`config.mk`:
```
export PLATFORM = sky130hd
export DESIGN_NAME = obi_dp_ram_bridge
export DESIGN_NICKNAME = d
export VERILOG_FILES = /design/src/rtl/obi_dp_ram_bridge_pkg.sv /design/src/rtl/obi_resp_fifo.sv /design/src/rtl/obi_dp_ram_bridge.sv
export SDC_FILE = /design/constraint.sdc
export NUM_CORES = 1
export LEC_CHECK = 0
export ABC_CLOCK_PERIOD_IN_PS = 7200
export CAP_MARGIN = 0
export CORE_ASPECT_RATIO = 0.6
export CORE_MARGIN = 3
export CORE_UTILIZATION = 47
export CTS_BUF_LIST = sky130_fd_sc_hd__clkbuf_8
export CTS_CLUSTER_DIAMETER = 80
export CTS_CLUSTER_SIZE = 28
export DETAILED_ROUTE_END_ITERATION = 8
export PLACE_DENSITY_LB_ADDON = 0.15
export RECOVER_POWER = 25
export SLEW_MARGIN = 0
export SYNTH_ARGS = -nofsm -noshare
export SYNTH_HDL_FRONTEND = slang
export SYNTH_SLANG_ARGS = --single-unit
```
`constraint.sdc`:
```
create_clock -name clk_i -period 7.2 [get_ports clk_i]
set_clock_uncertainty 0.05 [all_clocks]
set_input_delay 1.44 -clock clk_i [delete_from_list [all_inputs] [get_ports clk_i]]
set_output_delay 1.44 -clock clk_i [all_outputs]
set_load 0.01 [all_outputs]
```
`src/rtl/obi_dp_ram_bridge_pkg.sv`:
```
// Shared types for the OBI data-port to single-port RAM bridge.
`timescale 1ns/1ps
package obi_dp_ram_bridge_pkg;

    localparam int unsigned OBI_DW = 32;
    localparam int unsigned CNT_W  = 2;

    typedef enum logic [1:0] {
        IDLE,
        STALL,
        GRANT
    } gnt_state_e;

    typedef struct packed {
        logic [OBI_DW-1:0] rdata;
        logic              err;
        logic [CNT_W-1:0]  cnt;
    } resp_entry_t;

endpackage

```
`src/rtl/obi_resp_fifo.sv`:
```
// In-order response queue; the head counts down its delay and pops when it reaches zero.
// An entry pushed into an empty queue is the head in its push cycle, so zero delay bypasses storage.
`timescale 1ns/1ps
module obi_resp_fifo
    import obi_dp_ram_bridge_pkg::*;
#(
    parameter int unsigned DEPTH = 2
) (
    input  logic              clk_i,
    input  logic              rst_ni,
    input  logic              push,
    input  resp_entry_t       push_entry,
    output logic              pop,
    output logic [OBI_DW-1:0] pop_rdata,
    output logic              pop_err
);

    localparam int unsigned PTR_W = (DEPTH > 1) ? $clog2(DEPTH) : 1;
    localparam int unsigned OCC_W = $clog2(DEPTH + 1);

    resp_entry_t        mem_q [DEPTH];
    logic [PTR_W-1:0]   rd_ptr_q;
    logic [PTR_W-1:0]   wr_ptr_q;
    logic [OCC_W-1:0]   occ_q;

    logic               empty_c;
    logic               store_c;
    logic               take_c;
    resp_entry_t        head_c;
    resp_entry_t        dec_entry_c;

    function automatic logic [PTR_W-1:0] ptr_inc(input logic [PTR_W-1:0] p);
        return (p == PTR_W'(DEPTH - 1)) ? '0 : p + PTR_W'(1);
    endfunction

    always_comb begin
        empty_c         = (occ_q == '0);
        head_c          = empty_c ? push_entry : mem_q[rd_ptr_q];
        pop             = (!empty_c || push) && (head_c.cnt == '0);
        dec_entry_c     = push_entry;
        dec_entry_c.cnt = push_entry.cnt - CNT_W'(1);
        // a bypassing entry is stored only if it still has delay left
        store_c         = empty_c ? (push && !pop) : push;
        take_c          = !empty_c && pop;
    end

    assign pop_rdata = head_c.rdata;
    assign pop_err   = head_c.err;

    always_ff @(posedge clk_i or negedge rst_ni) begin
        if (!rst_ni) begin
            rd_ptr_q <= '0;
            wr_ptr_q <= '0;
            occ_q    <= '0;
        end else begin
            if (!empty_c && (head_c.cnt != '0)) begin
                mem_q[rd_ptr_q].cnt <= head_c.cnt - CNT_W'(1);
            end
            if (store_c) begin
                mem_q[wr_ptr_q] <= empty_c ? dec_entry_c : push_entry;
                wr_ptr_q        <= ptr_inc(wr_ptr_q);
            end
            if (take_c) begin
                rd_ptr_q <= ptr_inc(rd_ptr_q);
            end
            unique case ({store_c, take_c})
                2'b10:   occ_q <= occ_q + OCC_W'(1);
                2'b01:   occ_q <= occ_q - OCC_W'(1);
                default: occ_q <= occ_q;
            endcase
        end
    end

endmodule

```
`src/rtl/obi_dp_ram_bridge.sv`:
```
// OBI data-port slave driving a synchronous RAM, with programmable grant stall
// and response delay for exercising core-side handshake timing.
`timescale 1ns/1ps
module obi_dp_ram_bridge
    import obi_dp_ram_bridge_pkg::*;
#(
    parameter int unsigned ADDR_WIDTH = 22,
    parameter int unsigned DEPTH      = 2
) (
    input  logic                  clk_i,
    input  logic                  rst_ni,
    input  logic                  obi_req_i,
    output logic                  obi_gnt_o,
    input  logic [31:0]           obi_addr_i,
    input  logic                  obi_we_i,
    input  logic [3:0]            obi_be_i,
    input  logic [OBI_DW-1:0]     obi_wdata_i,
    output logic                  obi_rvalid_o,
    output logic [OBI_DW-1:0]     obi_rdata_o,
    output logic                  obi_err_o,
    input  logic [1:0]            gnt_stall_i,
    input  logic [1:0]            rvalid_dly_i,
    output logic                  ram_en_o,
    output logic                  ram_we_o,
    output logic [ADDR_WIDTH-1:0] ram_addr_o,
    output logic [OBI_DW-1:0]     ram_wdata_o,
    output logic [3:0]            ram_be_o,
    input  logic [OBI_DW-1:0]     ram_rdata_i
);

    localparam int unsigned OUT_W = $clog2(DEPTH + 1);

    gnt_state_e         state_q, state_d;
    logic [1:0]         stall_q, stall_d;
    logic [OUT_W-1:0]   out_q;
    logic               gnt_c;
    logic               slot_free_c;
    logic               in_range_c;
    logic               access_c;

    logic               pend_q;
    logic               pend_rd_q;
    logic               pend_err_q;
    logic [CNT_W-1:0]   pend_cnt_q;

    resp_entry_t        push_entry_c;
    logic               rvalid_c;
    logic [OBI_DW-1:0]  head_rdata_c;
    logic               head_err_c;

    assign slot_free_c = (out_q < OUT_W'(DEPTH));
    assign in_range_c  = ((obi_addr_i >> ADDR_WIDTH) == '0);

    // stall_q holds the stall cycles still to come after the current one
    always_comb begin
        state_d = state_q;
        stall_d = stall_q;
        gnt_c   = 1'b0;
        unique case (state_q)
            IDLE: begin
                if (obi_req_i) begin
                    if (gnt_stall_i == 2'd0) begin
                        gnt_c = slot_free_c;
                    end else begin
                        stall_d = gnt_stall_i - 2'd1;
                        state_d = (gnt_stall_i == 2'd1) ? GRANT : STALL;
                    end
                end
            end
            STALL: begin
                if (!obi_req_i) begin
                    state_d = IDLE;
                end else begin
                    stall_d = stall_q - 2'd1;
                    if (stall_q == 2'd1) begin
                        state_d = GRANT;
                    end
                end
            end
            GRANT: begin
                if (!obi_req_i) begin
                    state_d = IDLE;
                end else if (slot_free_c) begin
                    gnt_c   = 1'b1;
                    state_d = IDLE;
                end
            end
            default: state_d = IDLE;
        endcase
    end

    // address-phase outputs are combinational; held low throughout reset
    assign obi_gnt_o   = rst_ni && gnt_c;
    assign access_c    = obi_req_i && obi_gnt_o;
    assign ram_en_o    = access_c && in_range_c;
    assign ram_we_o    = rst_ni && obi_we_i;
    assign ram_addr_o  = rst_ni ? obi_addr_i[ADDR_WIDTH-1:0] : '0;
    assign ram_wdata_o = rst_ni ? obi_wdata_i : '0;
    assign ram_be_o    = rst_ni ? obi_be_i : '0;

    always_ff @(posedge clk_i or negedge rst_ni) begin
        if (!rst_ni) begin
            state_q    <= IDLE;
            stall_q    <= '0;
            out_q      <= '0;
            pend_q     <= 1'b0;
            pend_rd_q  <= 1'b0;
            pend_err_q <= 1'b0;
            pend_cnt_q <= '0;
        end else begin
            state_q    <= state_d;
            stall_q    <= stall_d;
            pend_q     <= access_c;
            pend_rd_q  <= access_c && in_range_c && !obi_we_i;
            pend_err_q <= access_c && !in_range_c;
            pend_cnt_q <= rvalid_dly_i;
            unique case ({access_c, rvalid_c})
                2'b10:   out_q <= out_q + OUT_W'(1);
                2'b01:   out_q <= out_q - OUT_W'(1);
                default: out_q <= out_q;
            endcase
        end
    end

    // RAM data arrives the cycle after the access, so the entry is built then
    always_comb begin
        push_entry_c.rdata = pend_rd_q ? ram_rdata_i : '0;
        push_entry_c.err   = pend_err_q;
        push_entry_c.cnt   = pend_cnt_q;
    end

    obi_resp_fifo #(
        .DEPTH (DEPTH)
    ) u_resp_fifo (
        .clk_i      (clk_i),
        .rst_ni     (rst_ni),
        .push       (pend_q),
        .push_entry (push_entry_c),
        .pop        (rvalid_c),
        .pop_rdata  (head_rdata_c),
        .pop_err    (head_err_c)
    );

    assign obi_rvalid_o = rvalid_c;
    assign obi_rdata_o  = rvalid_c ? head_rdata_c : '0;
    assign obi_err_o    = rvalid_c && head_err_c;

endmodule

```
==> flow_metrics.tcl, run 1 <==
set metrics [dict create \
    first_iter_violations 174 \
    p_seq_frac 0.453 \
    ant_nets 0 \
    power_frac_clock 0.182 \
    ir_drop_mv 0.1848 \
    combPwrFrac 0.364 \
    layout-drive-gt1-share 0.07573 \
    drc 0 \
    p_per_area_nw_per_um2 210.9 \
    gp_congestion 0.8472 \
    ys_seq_area_frac 0.5419 \
    rr_endpoint "u_resp_fifo.mem_q[0][13]$_DFFE_PP_" \
    period_minus_slack_ns 5.262 \
    syn_area_per_cell_um2 11.81 \
    required_ns 5.71 \
    worst-setup-path-type "primary input to output pin" \
    n_fill_cell 682 \
    tightest_slew_ns 1.447 \
    hold_path_depth 0 \
    hold_end "u_resp_fifo.mem_q[1][2]$_DFFE_PP_" \
    r2r_slack_ns 3.72 \
    numCtsBuffers 9 \
    vias_per_cell 4.858 \
    hold-worst-slack_ns 0.4531 \
    hold_buffers 0 \
    core_area_um2 9324 \
    clock_path_buffers 2 \
    ios 203 \
    fp.dieW_um 133.3 \
    wl_met2_um 5903 \
    startpoint_type "primary input" \
    die_area_um2 10990 \
    cts-resized-gates 0 \
    dr.pass1.iters 4 \
    place_ws_ns 2.358 \
    io_buffer_count 202 \
    clock_sinks 85 \
    dp_hpwl_um 8880 \
    clkTransAtPathRegs_ns 0.07 \
    cts_setup_buffers 0 \
    p_leak_nw 2.318 \
    grt_max_degree 70 \
    clk_root_buffer_cell "clkbuf_8" \
    placementRows 27 \
    clock_latency_ns 0.34 \
    groute.usage.overall 0.2178 \
    switching_share 0.3422 \
    diodes 0 \
    finalCritPeriodShare 0.7308 \
    wl_met3_um 632 \
    p_switching_w 0.0004900 \
    antenna_found_initial 0 \
    crit_arrival_ns 3.77 \
    tns_ns 0 \
    status "complete, no violations" \
    grt_pass1_wl_um 18330 \
    reg2reg_depth 6 \
    maxSlewHeadroom 0.03546 \
    worstReg2RegStart "u_resp_fifo.rd_ptr_q$_DFFE_PN0P_" \
    synthToLayoutAreaGrowth_pct 48.55 \
    hp-start "pend_err_q$_DFF_PN0_" \
    setup_viol 0 \
    first_global_vias 3462 \
    cts.htree.levels 3 \
    min_path_type "flop to flop" \
    dpl-instance-area_um2 6645 \
    die_h_um 82.40 \
    postSynthCellCount 387 \
    highest_layer "met4" \
    rsz0062_at_grt "false" \
    wl_um 11920 \
    ys_warn_count 0 \
    internal-power_w 0.0009421 \
    clock.fmax_mhz 190.0 \
    start_util 0.4903 \
    netlist_area_um2 4572 \
    report.final.slew_viol_count 0 \
    synth_fp_nets 500 \
    critPathMaxFanout 43 \
    p_total_w 0.001432 \
    finalWorstSetupSlack_ns 1.938 \
    maxCapViolCount 0 \
    wl_per_cell_um 16.77 \
    nets 690 \
    fin_area_um2 6792 \
    ys_ff_latch 85 \
    drt-met1-wl_um 5265 \
    cts_tree "done" \
    end_kind "output pin" \
    hold_viol 0 \
    synth_cell_types 37 \
    vias 3454 \
    grt_overflow 0 \
]
[worst max-delay path: stages]
cell and delay (ns):
clkbuf_1 1.02, o2111ai_1 0.53, nor2_1 0.21, clkdlybuf4s50_1 0.56
[cell families (layout without fill, tap and decap cells)]
kind of cell	after synthesis	after routing	share of synthesized area
AO/OA/AOI/OAI	55	55	0.1067
XOR/XNOR	8	8	0.01533
adder cells (fa/ha/maj)	5	5	0.01368
buffers and inverters	39	233	0.04570
flip-flops	85	85	0.5419
multiplexers	41	41	0.09058
AND/OR/NAND/NOR	154	154	0.1861
[cell usage after synthesis]
cell type	n	share of area
a21oi_1	11	0.012
nand2b_1	1	0.0014
mux2i_1	38	0.083
nand3_1	5	0.0055
o21ai_2	1	0.0019
xnor2_1	6	0.011
nor2_2	1	0.0014
inv_1	12	0.0099
o21ai_0	3	0.0033
ha_1	5	0.014
o2111ai_1	1	0.0019
nor2b_1	2	0.0027
a31oi_1	1	0.0014
and4_1	1	0.0019
a211oi_2	21	0.057
clkbuf_1	10	0.0082
buf_2	8	0.0088
a211oi_1	11	0.018
nor4_1	2	0.0027
o21ai_1	1	0.0011
xor2_1	2	0.0038
edfxtp_1	70	0.46
and2_1	93	0.13
buf_4	4	0.0066
or2_1	1	0.0014
dfrtp_1	15	0.082
or3b_2	1	0.0019
nand2_1	7	0.0057
a41o_1	2	0.0044
o21bai_1	1	0.0016
nor2_1	37	0.030
a2bb2oi_1	1	0.0019
nor3b_1	1	0.0016
buf_6	5	0.012
o21a_1	1	0.0016
mux2_2	3	0.0074
nor3_1	2	0.0022
[area by class of cell]
| class | count | area [um2] | area share |
|---|---|---|---|
| Sequential cell | 85 | 2479 | 0.3650 |
| Timing Repair Buffer | 206 | 2046 | 0.3012 |
| Multi-Input combinational cell | 263 | 1912 | 0.2815 |
| Tap cell | 130 | 162.7 | 0.02395 |
| Clock buffer | 9 | 123.9 | 0.01824 |
| Inverter | 12 | 45.04 | 0.006632 |
| Clock inverter | 6 | 23.77 | 0.003500 |
[layer usage]
metal | vias to the layer above | GRT usage
met2 | 100 | 0.3659
met5 | - | 0
met3 | 12 | 0.05811
met1 | 1602 | 0.2838
met4 | 0 | 0.06263
li1 | 1740 | -
[flip-flops by register name, indices dropped and copies added (netlist names)]
signal and cells:
pend_rd_q 1, out_q 2, pend_q 1, u_resp_fifo.occ_q 2, state_q 2, u_resp_fifo.mem_q 70
pend_err_q 1, u_resp_fifo.wr_ptr_q 1, stall_q 2, pend_cnt_q 2, u_resp_fifo.rd_ptr_q 1
[how the worst max path moves through the flow]
stage,start,to,slack [ns],cells after the start
after floorplan,rst_ni,u_resp_fifo.mem_q[1][0]$_DFFE_PP_,3.12,4
after global placement,u_resp_fifo.rd_ptr_q$_DFFE_PN0P_,obi_rdata_o[26],2.42,7
after detailed placement,u_resp_fifo.rd_ptr_q$_DFFE_PN0P_,obi_rdata_o[26],2.36,7
after CTS,u_resp_fifo.occ_q[0]$_DFFE_PN0P_,obi_rdata_o[26],1.97,8
after global routing,rst_ni,ram_en_o,1.60,4
final,rst_ni,ram_en_o,1.94,4
[stage by stage]
stage / instances / util
6_report: 711 / 0.7284
5_1_grt: 711 / 0.7284
4_1_cts: 711 / 0.7285
3_5_place_dp: 696 / 0.7127
3_3_place_gp: 696 / 0.7127
2_1_floorplan: 387 / -
[power groups by stage]
stage | registers, W | clock network (W) | logic (W)
after floorplan | 0.000597 | 0 | 0.000421
after global placement | 0.000656 | 0 | 0.000511
after detailed placement | 0.000659 | 0 | 0.000524
after CTS | 0.000648 | 0.000270 | 0.000528
after global routing | 0.000658 | 0.000290 | 0.000569
final | 0.000649 | 0.000261 | 0.000522
[cell usage in the layout (no fill, tap or decap), types with 10 or more instances in the layout]
cell type,instances
a211oi_1,11
a211oi_2,20
a21oi_1,10
and2_0,28
and2_1,65
clkdlybuf4s50_1,173
dfrtp_1,14
dlygate4sd3_1,28
edfxtp_1,70
inv_1,14
mux2i_1,38
nor2_1,37
No activity file was read; power rests on OpenSTA's default activity.
==> inputs of run 2 (changes only) <==
ABC_CLOCK_PERIOD_IN_PS = 4600   (was 7200)
CORE_UTILIZATION = 39   (was 47)
clock period = 4.6 ns   (was 7.2 ns; I/O delays follow)
==> run 2 against run 1 <==
Non-clock buffer count rose by 2. First-iteration DRC count rose by 8.6%. Die area rose by 19%. Utilization fell by 10 points. Sequential share of layout area fell by 0.57 points. Wire length rose by 6.2%. Sequential cell count did not move. Setup slack got worse by 1.7 ns. Sequential power rose by 50%. Largest cell class unchanged.
==> flow_metrics.tcl, run 2 (synthesized netlist as in run 1, its figures left out) <==
set metrics [dict create \
    status "complete, no violations" \
    clock_latency_ns 0.36 \
    rsz0062_at_grt "false" \
    core_area_um2 10990 \
    first_global_vias 3554 \
    n_fill_cell 913 \
    end_kind "output pin" \
    p_per_area_nw_per_um2 343.1 \
    required_ns 3.63 \
    dr.pass1.iters 4 \
    wl_um 12660 \
    report.final.slew_viol_count 0 \
    dpl-instance-area_um2 6704 \
    dp_hpwl_um 9354 \
    clk_root_buffer_cell "clkbuf_8" \
    min_path_type "flop to flop" \
    most-common-layout-cells "clkdlybuf4s50_1, edfxtp_1, and2_1, mux2i_1, nor2_1" \
    place_ws_ns 0.7121 \
    layout-drive-gt1-share 0.08904 \
    cts-resized-gates 0 \
    cts.htree.levels 3 \
    largest-register "u_resp_fifo.mem_q" \
    p_leak_nw 2.329 \
    grt_pass1_wl_um 19990 \
    p_total_w 0.002367 \
    final_core_util 0.6275 \
    clkTransAtPathRegs_ns 0.08 \
    groute.usage.overall 0.1924 \
    antenna_found_initial 0 \
    fin_area_um2 6899 \
    cts_setup_buffers 0 \
    start_util 0.4158 \
    clock_sinks 85 \
    die_h_um 89.87 \
    numCtsBuffers 9 \
    fp.dieW_um 145.8 \
    gp_congestion 0.8414 \
    wl_per_cell_um 17.13 \
    crit_arrival_ns 3.35 \
    vias 3507 \
    maxCapViolCount 0 \
    clock_path_buffers 2 \
    hold_path_depth 0 \
    synthToLayoutAreaGrowth_pct 50.90 \
    period_minus_slack_ns 4.315 \
    grt_max_degree 59 \
    finalCritPeriodShare 0.9381 \
    ant_nets 0 \
    ir_drop_mv 0.2167 \
    final_common_cell "clkdlybuf4s50_1" \
    setup_viol 0 \
    critPathMaxFanout 31 \
    diodes 0 \
    clock.fmax_mhz 231.7 \
    reg2reg_depth 9 \
    grt_overflow 0 \
    tightest_slew_ns 1.231 \
    finalWorstSetupSlack_ns 0.2846 \
    worst-setup-path-type "flop to output pin" \
    drc 0 \
    io_buffer_count 202 \
    cts_tree "done" \
    hold_viol 0 \
    hold_buffers 0 \
    ios 203 \
    vias_per_cell 4.746 \
    nets 692 \
    startpoint_type "flop" \
    die_area_um2 13100 \
    maxSlewHeadroom 0.1764 \
    first_iter_violations 189 \
    tns_ns 0 \
    placementRows 29 \
    largest_register_ffs 70 \
]
-- run 2: changes by cell type in the layout (fill, tap and decap cells not counted), moves of 2 or more --
cell	delta
dlygate4sd3_1	-26
inv_1	-2
clkinvlp_4	+3
clkinv_1	-3
clkdlybuf4s50_1	+26
-- run 2: final cells by class --
cell class,count,area (um2),share of cell area
multi-input combinational,263,1912,0.2771
timing repair buffer,208,2071,0.3001
clock inverter,7,75.07,0.01088
tap,155,193.9,0.02811
clock buffer,9,123.9,0.01795
inverter,12,45.04,0.006529
sequential,85,2479,0.3593
-- run 2: worst max-delay path: stages (launching register included) --
cell and delay [ns]:
dfrtp_1 0.49, or2_2 0.46, a21oi_1 0.17, inv_1 0.09, ha_1 0.39, o21ai_4 0.40
a211oi_2 0.37, clkdlybuf4s50_1 0.60
-- run 2: path summary, 6_finish.rpt --
| path | start | endpoint | slack (ns) |
|---|---|---|---|
| worst max-delay path | u_resp_fifo.occ_q[0]$_DFFE_PN0P_ | obi_rdata_o[12] | 0.28 |
| worst min-delay path | pend_err_q$_DFF_PN0_ | u_resp_fifo.mem_q[1][2]$_DFFE_PP_ | 0.43 |
| worst max register to register | u_resp_fifo.occ_q[0]$_DFFE_PN0P_ | out_q[1]$_DFFE_PN0P_ | 1.46 |
| worst min register to register | pend_err_q$_DFF_PN0_ | u_resp_fifo.mem_q[1][2]$_DFFE_PP_ | 0.43 |
| max in group asynchronous | rst_ni | out_q[0]$_DFFE_PN0P_ | 2.83 |
| min in group asynchronous | rst_ni | pend_cnt_q[1]$_DFF_PN0_ | 0.57 |
-- run 2: power breakdown --
group	internal, W	switching, W
Combinational	0.000404	0.000462
Sequential	0.000891	0.0000809
Clock	0.000252	0.000276
-- run 2: metal layers --
| metal | vias up | GRT usage | routed length (um) |
|---|---|---|---|
| met2 | 77 | 0.3003 | 5954 |
| met3 | 17 | 0.05528 | 618 |
| met5 | - | 0 | 0 |
| li1 | 1750 | - | - |
| met4 | 0 | 0.04423 | 118 |
| met1 | 1663 | 0.2671 | 5966 |
-- run 2: metrics by stage --
stage | hold WS (ns) | std cells
after floorplan | 0.3927 | 387
after global placement | 0.4105 | 723
after detailed placement | 0.4129 | 723
after CTS | 0.4304 | 739
after global routing | 0.4442 | 739
final | 0.4257 | 739
==> inputs of run 3 (changes only) <==
SKIP_LAST_GASP = 1   (was unset)
==> results of run 3 <==
Final layout, timing and power as in run 2 (identical DEF).
